$ cat config.mk
export PLATFORM = sky130hd
export DESIGN_NAME = cache_flat
export DESIGN_NICKNAME = d
export VERILOG_FILES = /design/src/rtl/cache_if.sv /design/src/rtl/cache.sv /design/src/flat_wrapper.sv
export SDC_FILE = /design/constraint.sdc
export NUM_CORES = 1
export LEC_CHECK = 0
export CAP_MARGIN = 20
export CORE_ASPECT_RATIO = 0.7
export CORE_MARGIN = 10
export CORE_UTILIZATION = 45
export CTS_BUF_LIST = sky130_fd_sc_hd__clkbuf_16
export DETAILED_ROUTE_END_ITERATION = 8
export PLACE_DENSITY = 0.68
export REMOVE_ABC_BUFFERS = 1
export SYNTH_ARGS = -nofsm -noshare
export SYNTH_HDL_FRONTEND = slang
export SYNTH_SLANG_ARGS = --single-unit
$ cat constraint.sdc
create_clock -name clk -period 3.3 [get_ports clk]
set_input_delay 0.66 -clock clk [delete_from_list [all_inputs] [get_ports clk]]
set_output_delay 0.66 -clock clk [all_outputs]
set_load 0.02 [all_outputs]
$ cat src/rtl/cache_if.sv
// Bus bundle between the CPU memory port, the cache and the 64-bit burst RAM
// controller. The slave modport is the cache side. The master modport is the
// environment side: the CPU requester plus the RAM controller.
//   CPU : enable, address, data_in, write_enable -> data_out, data_out_ready, busy
//   RAM : br_cmd, br_cmd_en, br_addr, br_wr_data, br_data_mask <- br_rd_data, br_rd_data_valid
interface cache_if #(
  parameter int RAM_DEPTH_BITWIDTH = 10
);
  logic                          enable;
  logic [31:0]                   address;
  logic [31:0]                   data_in;
  logic [3:0]                    write_enable;
  logic [31:0]                   data_out;
  logic                          data_out_ready;
  logic                          busy;
  logic                          br_cmd;
  logic                          br_cmd_en;
  logic [RAM_DEPTH_BITWIDTH-1:0] br_addr;
  logic [63:0]                   br_wr_data;
  logic [7:0]                    br_data_mask;
  logic [63:0]                   br_rd_data;
  logic                          br_rd_data_valid;

  modport slave (
    input  enable, address, data_in, write_enable, br_rd_data, br_rd_data_valid,
    output data_out, data_out_ready, busy, br_cmd, br_cmd_en, br_addr, br_wr_data,
           br_data_mask
  );

  modport master (
    output enable, address, data_in, write_enable, br_rd_data, br_rd_data_valid,
    input  data_out, data_out_ready, busy, br_cmd, br_cmd_en, br_addr, br_wr_data,
           br_data_mask
  );
endinterface

$ cat src/rtl/cache.sv
// Direct-mapped write-back data cache. It sits between a 32-bit byte-enabled CPU
// port and a 64-bit, 4-beat burst RAM controller. A line holds 32 bytes, which is
// 8 words or 4 beats.
// Ports:
//   clk, rst_n : clock, asynchronous active-low reset
//   bus        : cache_if.slave. It carries the CPU request/response and the
//                burst RAM command/data signals.
// Read hits and write hits complete with zero wait. A miss writes back the victim
// line if it is dirty, then refills the line. After the refill the held request
// hits.
module cache #(
  parameter int LINE_IX_BITWIDTH    = 1,
  parameter int RAM_DEPTH_BITWIDTH  = 10,
  parameter int RAM_ADDRESSING_MODE = 3
) (
  input  logic    clk,
  input  logic    rst_n,
  cache_if.slave  bus
);
  localparam int NLINES = 1 << LINE_IX_BITWIDTH;
  localparam int TAG_LO = 5 + LINE_IX_BITWIDTH;
  localparam int TAG_HI = RAM_DEPTH_BITWIDTH + 2;
  localparam int TAG_W  = TAG_HI - TAG_LO + 1;
  localparam logic AM_OK = (RAM_ADDRESSING_MODE == 3);

  typedef enum logic [1:0] {S_IDLE, S_WB, S_RD_CMD, S_RD_WAIT} state_t;

  state_t                        r_state;
  logic [1:0]                    r_cnt;      // beat index for write-back / refill
  logic [NLINES-1:0]             r_valid;
  logic [NLINES-1:0]             r_dirty;
  logic [TAG_W-1:0]              r_tag [NLINES];
  logic [7:0][31:0]              r_data [NLINES];
  logic [LINE_IX_BITWIDTH-1:0]   r_ix_req;   // line being refilled
  logic [TAG_W-1:0]              r_tag_req;  // tag being fetched
  logic                          r_br_cmd;
  logic                          r_br_cmd_en;
  logic [RAM_DEPTH_BITWIDTH-1:0] r_br_addr;
  logic [63:0]                   r_br_wr_data;

  logic [2:0]                    w_off;
  logic [LINE_IX_BITWIDTH-1:0]   w_ix;
  logic [TAG_W-1:0]              w_tag;
  logic                          w_hit, w_idle, w_rd, w_wr_hit, w_miss, w_fill;
  logic                          w_unused;

  assign w_off  = bus.address[4:2];
  assign w_ix   = bus.address[5 +: LINE_IX_BITWIDTH];
  assign w_tag  = bus.address[TAG_HI:TAG_LO];
  assign w_hit  = bus.enable & r_valid[w_ix] & (r_tag[w_ix] == w_tag);
  assign w_idle = (r_state == S_IDLE);
  assign w_rd   = (bus.write_enable == 4'b0000);
  assign w_wr_hit = w_hit & ~w_rd & w_idle;
  assign w_miss   = bus.enable & ~w_hit & w_idle;
  assign w_fill   = (r_state == S_RD_WAIT) & bus.br_rd_data_valid;

  // The high address bits alias. The byte offset is ignored for word accesses.
  assign w_unused = &{1'b0, bus.address[31:TAG_HI+1], bus.address[1:0], AM_OK};

  assign bus.busy           = bus.enable & (~w_hit | ~w_idle);
  assign bus.data_out_ready = w_hit & w_rd & w_idle;
  assign bus.data_out       = w_hit ? r_data[w_ix][w_off] : 32'h0;
  assign bus.br_data_mask   = 8'h00;
  assign bus.br_cmd         = r_br_cmd;
  assign bus.br_cmd_en      = r_br_cmd_en;
  assign bus.br_addr        = r_br_addr;
  assign bus.br_wr_data     = r_br_wr_data;

  // Control FSM with registered burst-port outputs.
  always_ff @(posedge clk or negedge rst_n) begin
    if (!rst_n) begin
      r_state      <= S_IDLE;
      r_cnt        <= 2'd0;
      r_valid      <= '0;
      r_dirty      <= '0;
      r_ix_req     <= '0;
      r_tag_req    <= '0;
      r_br_cmd     <= 1'b0;
      r_br_cmd_en  <= 1'b0;
      r_br_addr    <= '0;
      r_br_wr_data <= '0;
      for (int i = 0; i < NLINES; i++) r_tag[i] <= '0;
    end else begin
      case (r_state)
        S_IDLE: begin
          if (w_wr_hit) begin
            r_dirty[w_ix] <= 1'b1;
          end else if (w_miss) begin
            r_ix_req    <= w_ix;
            r_tag_req   <= w_tag;
            r_br_cmd_en <= 1'b1;
            if (r_valid[w_ix] & r_dirty[w_ix]) begin
              // Beat 0 goes out with the command. Beats 1..3 follow.
              r_state      <= S_WB;
              r_br_cmd     <= 1'b1;
              r_br_addr    <= {r_tag[w_ix], w_ix, 2'b00};
              r_br_wr_data <= r_data[w_ix][1:0];
              r_cnt        <= 2'd1;
            end else begin
              r_state   <= S_RD_CMD;
              r_br_cmd  <= 1'b0;
              r_br_addr <= {w_tag, w_ix, 2'b00};
            end
          end
        end
        S_WB: begin
          r_br_cmd_en <= 1'b0;
          if (r_cnt != 2'd0) begin
            r_br_wr_data <= r_data[r_ix_req][{r_cnt, 1'b1} -: 2];
            r_cnt        <= r_cnt + 2'd1;
          end else begin
            // r_cnt wrapped to 0, so beat 3 is on the bus this cycle.
            r_state     <= S_RD_CMD;
            r_br_cmd_en <= 1'b1;
            r_br_cmd    <= 1'b0;
            r_br_addr   <= {r_tag_req, r_ix_req, 2'b00};
          end
        end
        S_RD_CMD: begin
          r_br_cmd_en <= 1'b0;
          r_cnt       <= 2'd0;
          r_state     <= S_RD_WAIT;
        end
        S_RD_WAIT: begin
          if (bus.br_rd_data_valid) begin
            r_cnt <= r_cnt + 2'd1;
            if (r_cnt == 2'd3) begin
              r_valid[r_ix_req] <= 1'b1;
              r_dirty[r_ix_req] <= 1'b0;
              r_tag[r_ix_req]   <= r_tag_req;
              r_state           <= S_IDLE;
            end
          end
        end
        default: r_state <= S_IDLE;
      endcase
    end
  end

  // Line storage has no reset. Valid bits guard its contents.
  always_ff @(posedge clk) begin
    if (w_wr_hit) begin
      for (int b = 0; b < 4; b++)
        if (bus.write_enable[b]) r_data[w_ix][w_off][8*b +: 8] <= bus.data_in[8*b +: 8];
    end
    if (w_fill) r_data[r_ix_req][{r_cnt, 1'b1} -: 2] <= bus.br_rd_data;
  end
endmodule

$ cat src/flat_wrapper.sv
// flat-port wrapper written by rule: the top's interface ports become plain ports
module cache_flat 
#(
  parameter int LINE_IX_BITWIDTH    = 1,
  parameter int RAM_DEPTH_BITWIDTH  = 10,
  parameter int RAM_ADDRESSING_MODE = 3
)
  (clk, rst_n, bus_enable, bus_address, bus_data_in, bus_write_enable, bus_br_rd_data, bus_br_rd_data_valid, bus_data_out, bus_data_out_ready, bus_busy, bus_br_cmd, bus_br_cmd_en, bus_br_addr, bus_br_wr_data, bus_br_data_mask);
  cache_if #(.RAM_DEPTH_BITWIDTH(RAM_DEPTH_BITWIDTH)) bus_i ();
  input  logic clk;
  input  logic rst_n;
  input wire logic [$bits(bus_i.enable)-1:0] bus_enable;
  input wire logic [$bits(bus_i.address)-1:0] bus_address;
  input wire logic [$bits(bus_i.data_in)-1:0] bus_data_in;
  input wire logic [$bits(bus_i.write_enable)-1:0] bus_write_enable;
  input wire logic [$bits(bus_i.br_rd_data)-1:0] bus_br_rd_data;
  input wire logic [$bits(bus_i.br_rd_data_valid)-1:0] bus_br_rd_data_valid;
  output wire logic [$bits(bus_i.data_out)-1:0] bus_data_out;
  output wire logic [$bits(bus_i.data_out_ready)-1:0] bus_data_out_ready;
  output wire logic [$bits(bus_i.busy)-1:0] bus_busy;
  output wire logic [$bits(bus_i.br_cmd)-1:0] bus_br_cmd;
  output wire logic [$bits(bus_i.br_cmd_en)-1:0] bus_br_cmd_en;
  output wire logic [$bits(bus_i.br_addr)-1:0] bus_br_addr;
  output wire logic [$bits(bus_i.br_wr_data)-1:0] bus_br_wr_data;
  output wire logic [$bits(bus_i.br_data_mask)-1:0] bus_br_data_mask;
  assign bus_i.enable = bus_enable;
  assign bus_i.address = bus_address;
  assign bus_i.data_in = bus_data_in;
  assign bus_i.write_enable = bus_write_enable;
  assign bus_i.br_rd_data = bus_br_rd_data;
  assign bus_i.br_rd_data_valid = bus_br_rd_data_valid;
  assign bus_data_out = bus_i.data_out;
  assign bus_data_out_ready = bus_i.data_out_ready;
  assign bus_busy = bus_i.busy;
  assign bus_br_cmd = bus_i.br_cmd;
  assign bus_br_cmd_en = bus_i.br_cmd_en;
  assign bus_br_addr = bus_i.br_addr;
  assign bus_br_wr_data = bus_i.br_wr_data;
  assign bus_br_data_mask = bus_i.br_data_mask;
  cache #(.LINE_IX_BITWIDTH(LINE_IX_BITWIDTH), .RAM_DEPTH_BITWIDTH(RAM_DEPTH_BITWIDTH), .RAM_ADDRESSING_MODE(RAM_ADDRESSING_MODE)) u_core (.clk(clk), .rst_n(rst_n), .bus(bus_i));
endmodule
==> impl_metrics.toml <==
[outcome]
status = "finished with violations"
violations = "negative setup slack"

[global_routing]
grt_antenna_before_repair = 8
overflow = 0
grt_pass1_wl_um = 151500
grt_use_total_pct = 25.29
grt_pass1_vias = 23050
grt_max_degree = 59

[placed_design]
gp_congestion = 0.8668
dp_hpwl_um = 69840
portBuffers = 222
placed_cells = 3542

[detailed_routing]
drc = 0
antenna_left = 0
vias = 23150
firstDrtPassIters = 6
wl_per_cell_um = 28.67
wl_um = 105400
vias_per_cell = 6.295
drtIter0Drc = 3344

[critical_path]
cp-start-kind = "flop"
path_buf_inv = 4
cpPeakStageDelay_ps = 390
slowest_stage = "dfrtp_1"
cp-startpoint = "u_core.r_tag[10]"
critPathTopFamily = "buffers and inverters"
worstSetupEndpointType = "output pin"
r2r-start = "u_core.r_cnt[1]"
critPathKind = "reg2out"
worstPathCellList = "mux2i_2 > xnor2_2 > nor4_4 > buf_4 > and2_4 > buf_6 > o2111ai_2 > a221oi_2 > buf_4 > buf_6"
cp_max_fo = 4
crit_arrival_ps = 2800
crit_required_ps = 2640

[floorplan]
start_util_pct = 45.29
core_um2 = 69630
die_w_um = 336.4
num_rows = 81
die_y_um = 241.5
ios = 254
design.die.area_um2 = 81240

[finish]
mostFrequentLayoutCell = "nand2_1"
fin_cells = 3677
drive_above_1_share_pct = 26.17
most-common-layout-cells = "nand2_1, edfxtp_1, mux4_2"
finalNetCount = 2858
syn2layout_area_growth_pct = 23.48

[sta]
fin_crit_sh_pct = 104.8
finClkSkew_ps = 25.42
tns_ps = -883.0
period_needed_ps = 3459
setup_violations = 14
grt_setup_unrepaired = "true"
worst_slew_margin_rel_pct = 28.23
final.setup.worst_slack_ps = -159.3
hold_violations = 0
finalMaxSlewViolations = 0
worst_slew_pin_slew_ps = 1072
max_freq_mhz = 289.1

[power_and_ir_drop]
max-vdd-ir-drop_uv = 576.8
power_density_nw_per_um2 = 725.9
p_leak_nw = 14.30

[flow_run]
maxCapViolCount = 0

[synth]
netlist_instances = 2348
seq_area_frac_synth_pct = 57.00
synth_warnings = 0
yosysTopAreaCell = "edfxtp_1"
async_flop_share_pct = 16.88
syn-cell-area_um2 = 31540
ys_types = 56
syn_avg_cell_area_um2 = 13.43
synth_top_area_share_pct = 48.75
synthTopCellsByArea = "edfxtp_1, mux4_2, dfrtp_1, nand2_1, mux2i_1"
synth_edf_count = 512
synth-main-ff-cell = "edfxtp_1"
synth-seq-cells = 616

[clock_tree]
cts-buffers-inserted = 57
cts_max_level = 2
numClockSinks = 616
clockRootBuffer = "clkbuf_16"
cts_tree = "done"
clk_pin_slew_ps = 70
clock_latency_ps = 640
cts_buffer_depth = 3
ctsHoldBuffers = 0

[worst_hold_path]
holdCritPathClass = "in2async"
[metal layers]
layer,GRT usage [%],share of wire [%]
met1,34.13,38
met5,0,0.026
met4,8.852,3.5
met3,7.151,13
met2,39.06,45
[cells by family (layout without fill, tap and decap cells)]
logic type	count (synthesis)	after routing	share of synthesized area [%]
adder cells (fa/ha/maj)	8	8	0.3174
AO/OA/AOI/OAI	218	218	4.936
XOR/XNOR	7	7	0.2182
buffers and inverters	190	592	2.932
AND/OR/NAND/NOR	847	847	10.68
multiplexers	461	461	23.90
flip-flops	616	616	57.00
other	1	15	0.01189
[cells in the mapped netlist, drive strengths merged, types with 20 or more instances]
cell type	count
clkbuf	109
mux2i	94
nand2	665
dfrtp	104
a211oi	21
buf	73
edfxtp	512
nor3	20
nor2	102
a31oi	53
mux4	218
a41oi	32
o22ai	32
o21ai	28
mux2	149
nor2b	20
[worst paths after layout]
| kind | to | slack, ps | cells after the start |
|---|---|---|---|
| max in group asynchronous | u_core.bus.br_wr_data[52] | 2290 | 3 |
| worst min-delay path | u_core.bus.br_wr_data[14] | 30 | 1 |
| min in group clk | u_core.r_ix_req | 450 | 2 |
| worst max register to register | u_core.r_data[0][179] | 80 | 7 |
| worst max-delay path | bus_data_out[31] | -160 | 10 |
| worst min register to register | u_core.r_valid[1] | 470 | 1 |
[state kept, by name, indices dropped and copies added (netlist names)]
name,cells
u_core.bus.br_cmd_en,1
u_core.bus.br_cmd,1
u_core.r_valid,2
u_core.r_data,512
u_core.bus.br_wr_data,64
u_core.r_tag,14
u_core.r_dirty,2
u_core.r_cnt,2
u_core.bus.br_addr,8
u_core.r_state,2
u_core.r_tag_req,7
u_core.r_ix_req,1
[timing repair]
action,CTS,global route
hold endpoints to repair,0,0
cloned,3,1
pin swaps,2,8
resized for setup,113,95
setup endpoints to repair,34,34
setup buffers,12,13
[area by class of cell]
cell class / count / area [um2]
fillers: 5509 / 30680
flip-flops and latches: 616 / 17990
well taps: 913 / 1142
inverters: 8 / 30.03
diodes: 5 / 12.51
repair buffers: 480 / 4942
clock buffers: 57 / 1426
multi-input cells: 1551 / 13060
clock inverters: 47 / 342.8
[worst reg2reg max path, cell delays in order (launching register included)]
cell	delay [ps]
dfrtp_4	460
inv_1	110
ha_1	240
or4_1	530
and3_1	320
a31oi_1	880
nor2_1	200
buf_12	220
[through the flow]
| stage | cell area, um2 | utilization, % | total power [mW] | hold slack (ps) | setup WS [ps] |
|---|---|---|---|---|---|
| after global routing | 38930 | 55.92 | 29.41 | 51.84 | -253.7 |
| after global placement | 36360 | 52.22 | 21.41 | 444.8 | -722.3 |
| after CTS | 38520 | 55.32 | 28.20 | 21.37 | -190.8 |
| after detailed placement | 36360 | 52.22 | 21.72 | 450.0 | -753.2 |
| final | 38940 | 55.93 | 28.27 | 28.45 | -159.3 |
| after floorplan | 30680 | - | 17.05 | 364.4 | -4740 |
[power breakdown]
group | total (mW) | internal, mW | switching [mW] | leakage [nW]
sequential | 11.1 | 10.3 | 0.852 | 5.92
clock | 6.45 | 3.52 | 2.94 | 0.944
combinational | 10.7 | 4.66 | 6.02 | 7.44
total | 28.3 | 18.5 | 9.80 | 14.3
Power figures use the tool's default switching activity.
